<file path="src/rtl/mul_accumulator_pkg.sv">
`default_nettype none
// +--------------------------------------------------------------------------+
// | Module   : mul_pkg                                                       |
// | Brief    : Shared widths, FSM state type and saturation constant.        |
// | Revision : 1.0                                                           |
// +--------------------------------------------------------------------------+
package mul_pkg;

  localparam int DEF_RES_W = 64;
  localparam int DEF_LEN_W = 16;

  typedef enum logic [1:0] {
    IDLE  = 2'd0,
    ACCUM = 2'd1,
    DONE  = 2'd2
  } acc_state_t;

  localparam logic [DEF_RES_W-1:0] SAT_MAX = '1;

endpackage
`default_nettype wire

</file>
<file path="src/rtl/mul_accumulator_if.sv">
`default_nettype none
// +--------------------------------------------------------------------------+
// | Module   : mul_accumulator_if                                            |
// | Brief    : Job control, product stream and result handshake bundle.      |
// | Revision : 1.0                                                           |
// +--------------------------------------------------------------------------+
interface mul_accumulator_if #(
  parameter int RES_W = 64,
  parameter int LEN_W = 16
);

  logic             start;
  logic [LEN_W-1:0] len;
  logic [RES_W-1:0] res;
  logic             val;
  logic             overflow;
  logic [RES_W-1:0] acc_out;
  logic             acc_val;
  logic             acc_ovf;
  logic             out_ready;
  logic             busy;
  logic [LEN_W-1:0] count;

  modport master (
    output start, len, res, val, overflow, out_ready,
    input  acc_out, acc_val, acc_ovf, busy, count
  );

  modport slave (
    input  start, len, res, val, overflow, out_ready,
    output acc_out, acc_val, acc_ovf, busy, count
  );

endinterface
`default_nettype wire

</file>
<file path="src/rtl/mul_accumulator_sat_add.sv">
`default_nettype none
// +--------------------------------------------------------------------------+
// | Module   : sat_add                                                       |
// | Brief    : Unsigned saturating adder with a force-saturate input.        |
// | Revision : 1.0                                                           |
// +--------------------------------------------------------------------------+
module sat_add #(
  parameter int RES_W = 64
) (
  input  logic [RES_W-1:0] a_i,
  input  logic [RES_W-1:0] b_i,
  input  logic             force_sat_i,
  output logic [RES_W-1:0] sum_o,
  output logic             sat_o
);

  logic [RES_W:0] wide_sum;

  assign wide_sum = {1'b0, a_i} + {1'b0, b_i};
  assign sat_o    = wide_sum[RES_W] | force_sat_i;
  assign sum_o    = sat_o ? {RES_W{1'b1}} : wide_sum[RES_W-1:0];

endmodule
`default_nettype wire

</file>
<file path="src/rtl/mul_accumulator.sv">
`default_nettype none
// +--------------------------------------------------------------------------+
// | Module   : mul_accumulator                                               |
// | Brief    : Sums a programmed number of products into a saturating        |
// |            accumulator and presents the result behind valid/ready.       |
// | Revision : 1.0                                                           |
// +--------------------------------------------------------------------------+
module mul_accumulator
  import mul_pkg::*;
#(
  parameter int RES_W = DEF_RES_W,
  parameter int LEN_W = DEF_LEN_W
) (
  input  logic              clk,
  input  logic              rst,
  mul_accumulator_if.slave  bus_io
);

  acc_state_t       state_q, state_d;
  logic [RES_W-1:0] acc_q, acc_d;
  logic             ovf_q, ovf_d;
  logic             acc_val_q, acc_val_d;
  logic             busy_q, busy_d;
  logic [LEN_W-1:0] count_q, count_d;
  logic [LEN_W-1:0] len_q, len_d;

  logic [LEN_W-1:0] count_inc;
  logic [RES_W-1:0] sum;
  logic             sat;

  assign count_inc = count_q + LEN_W'(1);

  sat_add #(
    .RES_W (RES_W)
  ) u_sat_add (
    .a_i         (acc_q),
    .b_i         (bus_io.res),
    .force_sat_i (bus_io.overflow),
    .sum_o       (sum),
    .sat_o       (sat)
  );

  always_ff @(posedge clk) begin
    if (rst) begin
      state_q <= IDLE;
    end else begin
      state_q <= state_d;
    end
  end

  always_comb begin
    state_d = state_q;
    case (state_q)
      IDLE: begin
        if (bus_io.start) begin
          state_d = (bus_io.len == '0) ? DONE : ACCUM;
        end
      end
      ACCUM: begin
        if (bus_io.val && (count_inc == len_q)) begin
          state_d = DONE;
        end
      end
      DONE: begin
        if (acc_val_q && bus_io.out_ready) begin
          state_d = IDLE;
        end
      end
      default: state_d = IDLE;
    endcase
  end

  // Flags are derived from the next state so they line up with it after the edge.
  always_comb begin
    acc_d     = acc_q;
    ovf_d     = ovf_q;
    count_d   = count_q;
    len_d     = len_q;
    acc_val_d = (state_d == DONE);
    busy_d    = (state_d != IDLE);
    case (state_q)
      IDLE: begin
        if (bus_io.start) begin
          acc_d   = '0;
          ovf_d   = 1'b0;
          count_d = '0;
          len_d   = bus_io.len;
        end
      end
      ACCUM: begin
        if (bus_io.val) begin
          acc_d   = sum;
          ovf_d   = ovf_q | sat;
          count_d = count_inc;
        end
      end
      default: begin
      end
    endcase
  end

  always_ff @(posedge clk) begin
    if (rst) begin
      acc_q     <= '0;
      ovf_q     <= 1'b0;
      acc_val_q <= 1'b0;
      busy_q    <= 1'b0;
      count_q   <= '0;
      len_q     <= '0;
    end else begin
      acc_q     <= acc_d;
      ovf_q     <= ovf_d;
      acc_val_q <= acc_val_d;
      busy_q    <= busy_d;
      count_q   <= count_d;
      len_q     <= len_d;
    end
  end

  assign bus_io.acc_out = acc_q;
  assign bus_io.acc_ovf = ovf_q;
  assign bus_io.acc_val = acc_val_q;
  assign bus_io.busy    = busy_q;
  assign bus_io.count   = count_q;

endmodule
`default_nettype wire

</file>
<file path="src/flat_wrapper.sv">
// flat-port wrapper written by rule: the top's interface ports become plain ports
module mul_accumulator_flat import mul_pkg::*;
#(
  parameter int RES_W = DEF_RES_W,
  parameter int LEN_W = DEF_LEN_W
)
  (clk, rst, bus_io_start, bus_io_len, bus_io_res, bus_io_val, bus_io_overflow, bus_io_out_ready, bus_io_acc_out, bus_io_acc_val, bus_io_acc_ovf, bus_io_busy, bus_io_count);
  mul_accumulator_if #(.RES_W(RES_W), .LEN_W(LEN_W)) bus_io_i ();
  input  logic clk;
  input  logic rst;
  input wire logic [$bits(bus_io_i.start)-1:0] bus_io_start;
  input wire logic [$bits(bus_io_i.len)-1:0] bus_io_len;
  input wire logic [$bits(bus_io_i.res)-1:0] bus_io_res;
  input wire logic [$bits(bus_io_i.val)-1:0] bus_io_val;
  input wire logic [$bits(bus_io_i.overflow)-1:0] bus_io_overflow;
  input wire logic [$bits(bus_io_i.out_ready)-1:0] bus_io_out_ready;
  output wire logic [$bits(bus_io_i.acc_out)-1:0] bus_io_acc_out;
  output wire logic [$bits(bus_io_i.acc_val)-1:0] bus_io_acc_val;
  output wire logic [$bits(bus_io_i.acc_ovf)-1:0] bus_io_acc_ovf;
  output wire logic [$bits(bus_io_i.busy)-1:0] bus_io_busy;
  output wire logic [$bits(bus_io_i.count)-1:0] bus_io_count;
  assign bus_io_i.start = bus_io_start;
  assign bus_io_i.len = bus_io_len;
  assign bus_io_i.res = bus_io_res;
  assign bus_io_i.val = bus_io_val;
  assign bus_io_i.overflow = bus_io_overflow;
  assign bus_io_i.out_ready = bus_io_out_ready;
  assign bus_io_acc_out = bus_io_i.acc_out;
  assign bus_io_acc_val = bus_io_i.acc_val;
  assign bus_io_acc_ovf = bus_io_i.acc_ovf;
  assign bus_io_busy = bus_io_i.busy;
  assign bus_io_count = bus_io_i.count;
  mul_accumulator #(.RES_W(RES_W), .LEN_W(LEN_W)) u_core (.clk(clk), .rst(rst), .bus_io(bus_io_i));
endmodule
</file>
<file path="config.mk">
export PLATFORM = sky130hd
export DESIGN_NAME = mul_accumulator_flat
export DESIGN_NICKNAME = d
export VERILOG_FILES = /design/src/rtl/mul_accumulator_pkg.sv /design/src/rtl/mul_accumulator_if.sv /design/src/rtl/mul_accumulator_sat_add.sv /design/src/rtl/mul_accumulator.sv /design/src/flat_wrapper.sv
export SDC_FILE = /design/constraint.sdc
export NUM_CORES = 1
export LEC_CHECK = 0
export BUFFER_PORTS_ARGS = -buffer_cell sky130_fd_sc_hd__buf_4
export CAP_MARGIN = 10
export CORE_MARGIN = 2
export CORE_UTILIZATION = 46
export DETAILED_ROUTE_END_ITERATION = 12
export MAX_ROUTING_LAYER = met4
export PLACE_DENSITY = 0.8
export SETUP_SLACK_MARGIN = 0.02
export SLEW_MARGIN = 20
export SYNTH_ARGS = -nofsm -noshare
export SYNTH_HDL_FRONTEND = slang
export SYNTH_SLANG_ARGS = --single-unit
export TNS_END_PERCENT = 5
</file>
<file path="constraint.sdc">
create_clock -name clk -period 8.6 [get_ports clk]
set_clock_uncertainty 0.05 [all_clocks]
set_input_delay 1.72 -clock clk [delete_from_list [all_inputs] [get_ports clk]]
set_output_delay 1.72 -clock clk [all_outputs]
set_load 0.05 [all_outputs]
</file>
## After elaboration in Yosys (flattened, before gate mapping)

Index checks and enable logic that the tools add are counted.

- Flip-flop bits (word level): 101
- Output and inout bits: 83
- Word-level logic and storage cells: 40

- $add $sub $neg: 2
- Eq/ne operators: 6
- Mux-type cells: 15
- Bitwise operators: 2
- Reductions and logical operators: 8

Operators by type and width:

| cell | number |
|---|---|
| 64-bit two-way mux | 3 |
| 64-bit one-hot mux with 2 select lines | 1 |
| 64-bit by 64-bit adder with 65-bit output | 1 |
| 16-bit two-way mux | 2 |
| 16-bit one-hot mux with 2 select lines | 1 |
| 16-bit by 1-bit adder with 16-bit output, second input constant | 1 |
| 16-bit == test | 1 |
| 16-bit logical NOT | 1 |
| 2-bit two-way mux | 4 |
| 2-bit one-hot mux with 3 select lines | 1 |
| 2-bit == test, second input constant | 2 |
| 2-bit != test, second input constant | 2 |
| 2-bit nonzero test | 2 |
| 3-bit AND reduction | 1 |
| 2-bit by 1-bit == test with 1-bit output, second input constant | 1 |
| 1-bit logical AND | 2 |
| 2-bit logical NOT | 1 |
| 1-bit two-way mux | 2 |
| 1-bit bitwise OR | 2 |
| 1-bit one-hot mux with 2 select lines | 1 |
| 2-bit AND reduction | 1 |

## Depth between registers and ports, before layout

Gate-level depths: netlist of run 1.

- Depth after elaboration: 6
- Depth in mapped cells: 12
- Depth with buffers taken out: 11

## Cells and area by module

A second synthesis of run 1 with hierarchy kept.

- Cell total of the unflattened synthesis: 1176
- Area, all modules: 8461.9 um^2

Modules (own cells, without submodules):

| module | times used | cells an instance | area an instance (um^2) | seq. area each (um^2) |
|---|---|---|---|---|
| mul_accumulator | 1 | 522 | 4247.8 | 2021.9 |
| sat_add | 1 | 654 | 4214.0 | 0.0 |

## Worst setup path after synthesis of run 1

Ideal clock, no wire load.

- Path type: input to register
- From: input port bus_io_res[34]
- To: register u_core.acc_q[10] (netlist: u_core.bus_io.acc_out[10])
- Library setup time: 81 ps
- Arrival: 4314 ps
- Required time: 8469 ps
- Slack: 4155 ps
- Cell stages on the path: 12
- Buffers on the path: 2
- Cell sequence: ha_1 -> buf_2 -> nand4_1 -> clkinv_1 -> nand3_1 -> or4b_1 -> or3_1 -> a211o_1 -> a21oi_4 -> nor2_2 -> buf_2 -> a211oi_2

- Longest elaborated chain between the ends: 5

Ends and longest elaborated chain:

| what | RTL line | source |
|---|---|---|
| start, declared | flat_wrapper.sv:13 | `input wire logic [$bits(bus_io_i.res)-1:0] bus_io_res;` |
| 64-bit by 64-bit adder with 65-bit output | mul_accumulator_sat_add.sv:19 | `assign wide_sum = {1'b0, a_i} + {1'b0, b_i};` |
| 1-bit bitwise OR | mul_accumulator_sat_add.sv:20 | `assign sat_o = wide_sum[RES_W] \| force_sat_i;` |
| 64-bit two-way mux | mul_accumulator_sat_add.sv:21 | `assign sum_o = sat_o ? {RES_W{1'b1}} : wide_sum[RES_W-1:0];` |
| 64-bit two-way mux | mul_accumulator.sv:91 | `if (bus_io.val) begin` |
| 64-bit one-hot mux with 2 select lines | mul_accumulator.sv:81 | `case (state_q)` |
| end signal, assigned | mul_accumulator.sv:104 | `acc_q <= '0;` |
| end signal, assigned | mul_accumulator.sv:111 | `acc_q <= acc_d;` |
| end, declared | mul_accumulator.sv:20 | `logic [RES_W-1:0] acc_q, acc_d;` |

Every way passes these cells. The select of a mux whose other input is x is not followed.
A chain may end at the register's enable or synchronous reset.

## Final worst setup path of run 1

- From: input port bus_io_res[4]
- To: register u_core.acc_q[31] (netlist: u_core.bus_io.acc_out[31])

- Longest elaborated chain between the ends: 5

Ends and longest elaborated chain:

| what | RTL line |
|---|---|
| 64-bit by 64-bit adder with 65-bit output (*) | mul_accumulator_sat_add.sv:19 |
| 1-bit bitwise OR | mul_accumulator_sat_add.sv:20 |
| 64-bit two-way mux (*) | mul_accumulator_sat_add.sv:21 |
| 64-bit two-way mux (*) | mul_accumulator.sv:91 |
| 64-bit one-hot mux with 2 select lines (*) | mul_accumulator.sv:81 |

Every way passes the cells marked *; elsewhere a longest branch is shown, timed or not. The select of a mux whose other input is x is not followed.

==> results of run 1 <==
worst paths after layout:
check	start	end	slack, ns	cells past startpoint
max	bus_io_res[4]	u_core.bus_io.acc_out[31]	3.04	12
min	u_core.bus_io.acc_out[2]	u_core.bus_io.acc_out[2]	0.41	2
max reg2reg	u_core.bus_io.acc_out[0]	u_core.bus_io.acc_out[31]	4.12	12
min reg2reg	u_core.bus_io.acc_out[2]	u_core.bus_io.acc_out[2]	0.41	2
worst max-delay path: stages:
cell	delay, ns
buf_4	0.11
ha_1	0.36
a21oi_1	0.11
o22ai_1	0.27
a2bb2oi_1	0.46
o21bai_1	0.32
or3_1	0.44
a211o_1	0.37
a21oi_4	0.70
nor2_4	0.29
buf_4	0.37
a211oi_2	0.25
routing by layer:
layer	global-route usage	up-vias	wire length, microns
met5	-	-	0
met4	0.0938	0	707
met3	0.0410	57	1640
met2	0.422	314	11200
met1	0.322	3860	10400
li1	-	4085	-
synthesized netlist by cell type (3+ instances only):
| cell | number |
|---|---|
| o211ai_1 | 7 |
| a2111oi_0 | 8 |
| o31ai_1 | 5 |
| buf_2 | 9 |
| a22oi_1 | 7 |
| ha_1 | 65 |
| and3_1 | 13 |
| dfxtp_1 | 101 |
| o21a_1 | 10 |
| nor2b_1 | 3 |
| xor2_1 | 31 |
| o21ai_0 | 38 |
| nand3_1 | 29 |
| a211oi_2 | 39 |
| a221oi_1 | 3 |
| nor2_1 | 58 |
| or2_2 | 4 |
| nand4_1 | 21 |
| a211oi_1 | 8 |
| o21ai_1 | 30 |
| inv_1 | 21 |
| a21oi_1 | 149 |
| nand2_1 | 129 |
| nand3b_1 | 4 |
| xnor2_1 | 54 |
| o22ai_1 | 4 |
| a21boi_0 | 5 |
| clkbuf_1 | 48 |
| and2_1 | 11 |
| o21bai_1 | 16 |
| a31oi_1 | 10 |
| a21o_1 | 35 |
| nor3_1 | 14 |
| or3_1 | 8 |
| nor4_1 | 7 |
flip-flops by register name, indices dropped and copies added, names as in the netlist:
signal                 cells
u_core.bus_io.acc_out     64
u_core.state_q             2
u_core.bus_io.acc_ovf      1
u_core.bus_io.acc_val      1
u_core.len_q              16
u_core.bus_io.busy         1
u_core.bus_io.count       16
kinds of logic after synthesis:
kind of cell,Yosys count,share of synthesized area
AO/OA/AOI/OAI,399,0.334
AND/OR/NAND/NOR,312,0.180
flip-flops,101,0.251
XOR/XNOR,85,0.0922
buffers and inverters,82,0.0400
adder cells (fa/ha/maj),66,0.103
power by group through the flow:
stage	clock [uW]	combinational (uW)	sequential (uW)
3_5_place_dp	0	463	523
6_report	492	471	513
2_1_floorplan	0	275	580
5_1_grt	516	510	515
3_3_place_gp	0	455	522
4_1_cts	499	465	512
final cells by class:
class | count | area (sq um)
timing repair buffer | 173 | 1300
fill | 1558 | 7440
clock buffer | 11 | 253
tap | 225 | 282
clock inverter | 5 | 106
sequential | 101 | 2020
multi-input combinational | 862 | 5750
inverter | 22 | 82.6
metrics by stage:
stage                     std cells  power, uW  cell area [sq um]   util
after detailed placement       1383        986               9430  0.547
after global placement         1383        978               9430  0.547
after CTS                      1399       1480               9790  0.568
after floorplan                1045        855               8070      -
after global routing           1399       1540               9790  0.568
final                          1399       1480               9790  0.568
==> metrics.md, run 1 <==
| Metric | Value |
|---|---|
| Async SR Flop Fraction | `0` |
| Chip Height | `136 microns` |
| DRT antenna net count | `0` |
| Layout area overhead | `21.3%` |
| Reg power frac | `0.347` |
| Die Area | `18600 sq um` |
| Routed wire per std cell | `17.1 microns` |
| Dominant cell type by area after synthesis | `dfxtp_1` |
| Clock Tree Buf Depth | `2` |
| Largest net degree at the start of global routing | `61` |
| Root buffer selected by CTS | `clkbuf_16` |
| Most common cell after layout, fill and taps aside | `buf_4` |
| Post-Syn Nets | `1197` |
| Final setup violating endpoints | `0` |
| Final hold vios | `0` |
| Post-synth EDFFs | `0` |
| Synthesized area | `8070 sq um` |
| CTS Hold Bufs | `0` |
| Initial core utilization | `0.468` |
| Leakage | `0.00428 uW` |
| Synthesized netlist cell count | `1045` |
| Via count | `8316` |
| Skew-Pair Late Insertion Delay | `0.35 ns` |
| CTS tree | `yes` |
| Fin crit share | `0.647` |
| Die X | `136 microns` |
| Startpoint Class | `input pin` |
| Vias per cell | `5.94` |
| Setup slack at placement | `2.74 ns` |
| Number of global-route vias before repair | `7706` |
| RD Place Congestion | `0.943` |
| First drt pass iteration count | `5` |
| Final Critical Period | `5.56 ns` |
| CP endpoint kind | `flop` |
| Drc violations | `0` |
| Clk sink count | `101` |
| H-tree Lvls | `3` |
| DP HPWL | `17700 microns` |
| Slew headroom | `0.312` |
| Max Cap Viol | `0` |
| Min-delay worst type | `reg2reg` |
| Power Density | `151 nW/um^2` |
| Synth cell types | `67` |
| Outcome | `finished, final reports clean` |
| Synth Flop Type | `dfxtp_1` |
| Critical Path Fanout Max | `26` |
| Floorplan row count | `48` |
| Clock transition at path regs | `0.07 ns` |
| Synth top area share | `0.251` |
| Post-route setup slack | `3.04 ns` |
| Largest cells by area after synthesis | `dfxtp_1 (25%), ha_1 (10%), a21oi_1 (9.2%)` |
| Pint | `966 uW` |
| Worst EP arrival | `5.78 ns` |
| Num ports | `169` |
| Avg Inst Size Synth | `7.72 sq um` |
| Setup TNS | `0 ns` |
| WS Path Type | `in2reg` |
| Drt total wl | `23900 microns` |
| Worst vdd ir | `0.101 mV` |
| Grt ovf | `0` |
| Fin Hold WS | `0.409 ns` |
| Most frequent cells in the layout | `buf_4 (173), a21oi_1 (149), nand2_1 (128)` |
| Worst Max-Slew Pin Slew | `1.03 ns` |
| Post-synthesis sequential area ratio | `0.251` |
| Syn. warnings | `0` |
| Synthesized flop and latch total | `101` |
| Max-slew violations | `0` |
| Antenna Cells | `0` |
| Num CTS Buffers | `9` |
| Clock power frac | `0.334` |
| GR Util All Layers | `0.258` |
| Core footprint | `17200 sq um` |
| RSZ-0062 raised after global routing | `false` |
| Combinational Power Share | `0.319` |
| Layout Nets | `1321` |
| Initial antenna violation count | `0` |
| Post-CTS setup buffers | `0` |
| Iteration-0 DRC count of the detailed router | `535` |
| Resized cells post-CTS | `0` |
| Port bufs | `168` |
| Psw | `509 uW` |
| Fraction of layout instances using a drive strength above 1 | `0.205` |
| Achievable Freq | `0.180 GHz` |
| Worst path required time | `8.82 ns` |
| Net switching share of the total power | `0.345` |
| First-pass GRT wire length | `37600 microns` |
No activity file was read; power rests on OpenSTA's default activity.
==> run 2: changes to the inputs <==
- clock period: 8.6 -> 5.8 ns (I/O delays scaled with it)
==> run 2 against run 1 <==
  * Sequential power grew 48%
  * Critical path depth grew 1
  * Clock power is 22% higher
  * Wire length shrank 1.1%
  * Non-clock buffer count increased by 1
  * Global-route usage rose by 0.14 points
  * Critical endpoint is now u_core.bus_io.acc_out[40]
  * Largest cell class unchanged
  * Highest routed layer unchanged
==> metrics.md, run 2 (synthesis gave the netlist of run 1 again) <==
| Metric | Value |
|---|---|
| Fin Hold WS | `0.413 ns (was 0.409 ns)` |
| Setup TNS | `0 ns (unchanged)` |
| Critical Path Fanout Max | `26 (unchanged)` |
| Die Area | `18600 sq um (unchanged)` |
| Worst Max-Slew Pin Slew | `1.06 ns (was 1.03 ns)` |
| Iteration-0 DRC count of the detailed router | `583 (was 535)` |
| Leakage | `0.00426 uW (was 0.00428 uW)` |
| Floorplan row count | `48 (unchanged)` |
| Chip Height | `136 microns (unchanged)` |
| Initial antenna violation count | `0 (unchanged)` |
| Power Density | `211 nW/um^2 (was 151 nW/um^2)` |
| Share of the core filled with cells | `0.565 (was 0.568)` |
| CTS tree | `yes (unchanged)` |
| RSZ-0062 raised after global routing | `false (unchanged)` |
| Post-route setup slack | `1.45 ns (was 3.04 ns)` |
| Setup slack at placement | `1.10 ns (was 2.74 ns)` |
| Drc violations | `0 (unchanged)` |
| Clock power frac | `0.291 (was 0.334)` |
| Post-CTS setup buffers | `0 (unchanged)` |
| Num ports | `169 (unchanged)` |
| Tot Pwr | `2060 uW (was 1480 uW)` |
| Layout Nets | `1322 (was 1321)` |
| Startpoint Class | `input pin (unchanged)` |
| Clock transition at path regs | `0.07 ns (about the same)` |
| Clock Tree Buf Depth | `2 (unchanged)` |
| Psw | `745 uW (was 509 uW)` |
| Initial core utilization | `0.468 (unchanged)` |
| Min-delay worst type | `reg2reg (unchanged)` |
| Layout area overhead | `20.6% (was 21.3%)` |
| Antenna Cells | `0 (unchanged)` |
| Root buffer selected by CTS | `clkbuf_16 (unchanged)` |
| Slowest cell on the critical path | `o21bai_1 (was a21oi_4)` |
| First drt pass iteration count | `5 (unchanged)` |
| Worst vdd ir | `0.176 mV (was 0.101 mV)` |
| Skew-Pair Late Insertion Delay | `0.36 ns (was 0.35 ns)` |
| Via count | `8323 (was 8316)` |
| Number of global-route vias before repair | `7702 (was 7706)` |
| Fraction of layout instances using a drive strength above 1 | `0.204 (was 0.205)` |
| Vias per cell | `5.95 (was 5.94)` |
| Max-slew violations | `0 (unchanged)` |
| WS Path Type | `in2reg (unchanged)` |
| GR Util All Layers | `0.259 (was 0.258)` |
| Die X | `136 microns (unchanged)` |
| Core footprint | `17200 sq um (unchanged)` |
| Crit path max-delay family | `compound AO/OA/AOI/OAI gates (unchanged)` |
| RD Place Congestion | `0.938 (was 0.943)` |
| Largest net degree at the start of global routing | `61 (unchanged)` |
| Num CTS Buffers | `9 (unchanged)` |
| Max Cap Viol | `0 (unchanged)` |
| Max reg flops | `64 (unchanged)` |
| First-pass GRT wire length | `37700 microns (was 37600 microns)` |
| Slew headroom | `0.290 (was 0.312)` |
| Final Critical Period | `4.35 ns` |
| Net switching share of the total power | `0.362 (was 0.345)` |
| Achievable Freq | `0.230 GHz` |
| Routed wire per std cell | `16.9 microns (was 17.1 microns)` |
| Grt ovf | `0 (unchanged)` |
| Worst EP arrival | `4.51 ns (was 5.78 ns)` |
| Combinational Power Share | `0.339 (was 0.319)` |
| Clk sink count | `101 (unchanged)` |
| Outcome | `finished, final reports clean (unchanged)` |
| DP HPWL | `17600 microns (was 17700 microns)` |
| Reg power frac | `0.370 (was 0.347)` |
| Final hold vios | `0 (unchanged)` |
| Port bufs | `168 (unchanged)` |
| Final setup violating endpoints | `0 (unchanged)` |
| CTS Hold Bufs | `0 (unchanged)` |
| CP cell instances | `buf_4 -> ha_1 -> fa_1 -> a21oi_1 -> o22ai_1 -> a2bb2oi_1 -> o21bai_1 -> or3_1 -> a211o_1 -> a21oi_4 -> nor2_4 -> buf_12 -> a211oi_2 (was buf_4 -> ha_1 -> a21oi_1 -> o22ai_1 -> a2bb2oi_1 -> o21bai_1 -> or3_1 -> a211o_1 -> a21oi_4 -> nor2_4 -> buf_4 -> a211oi_2)` |
| Pint | `1310 uW (was 966 uW)` |
| DRT antenna net count | `0 (unchanged)` |
| Largest stage delay, worst path | `0.57 ns (was 0.70 ns)` |
| CP bufs+invs | `2 (unchanged)` |
| Most frequent cells in the layout | `buf_4 (173), a21oi_1 (149), nand2_1 (128) (unchanged)` |
| Fin crit share | `0.749` |
| Drt total wl | `23700 microns (was 23900 microns)` |
| CP endpoint kind | `flop (unchanged)` |
| Most common cell after layout, fill and taps aside | `buf_4 (unchanged)` |
| Worst path required time | `5.96 ns (was 8.82 ns)` |
| H-tree Lvls | `3 (unchanged)` |
| Resized cells post-CTS | `0 (unchanged)` |
[run 2: cell types whose count changed in the layout (fill, tap and decap cells not counted), sizes merged]
| cell | change |
|---|---|
| bufinv | -3 |
| clkbuf | +3 |
| buf | +1 |
| clkinvlp | -1 |
[run 2: metrics by stage]
stage	instance area [sq um]	cells
2_1_floorplan	8070	1045
3_3_place_gp	9450	1384
3_5_place_dp	9450	1384
4_1_cts	9730	1399
5_1_grt	9730	1399
6_report	9730	1399
[run 2: layer usage]
layer,part of all wire,up-vias,wire length (microns),track usage
li1,-,4087,-,-
met1,0.43,3861,10300,0.316
met2,0.47,318,11100,0.426
met3,0.073,57,1740,0.0529
met4,0.025,0,591,0.0909
met5,0,-,0,-
[run 2: tightest hold or removal path, stage by stage (launching register included)]
cell and delay [ns]:
dfxtp_1 0.33, nand2_1 0.06, nand2_1 0.04
[run 2: final cells by class]
type                       count  area, sq um
sequential                   101         2020
inverter                      22         82.6
clock inverter                 1         5.00
timing repair buffer         174         1320
fill                        1575         7500
clock buffer                  14          274
multi-input combinational    862         5750
tap                          225          282
[run 2: final timing paths]
path / start / end / slack [ns] / cells past startpoint
setup / recovery: bus_io_res[0] / u_core.bus_io.acc_out[40] / 1.45 / 13
hold / removal: u_core.bus_io.acc_out[18] / u_core.bus_io.acc_out[18] / 0.41 / 2
setup reg to reg: u_core.bus_io.acc_out[0] / u_core.bus_io.acc_out[40] / 2.00 / 12
hold reg to reg: u_core.bus_io.acc_out[18] / u_core.bus_io.acc_out[18] / 0.41 / 2
[run 2: power groups by stage]
| stage | clock network [uW] | logic (uW) | registers [uW] |
|---|---|---|---|
| after detailed placement | 0 | 687 | 776 |
| after global routing | 634 | 756 | 764 |
| after CTS | 608 | 690 | 760 |
| after global placement | 0 | 679 | 775 |
| after floorplan | 0 | 408 | 860 |
| final | 599 | 697 | 761 |
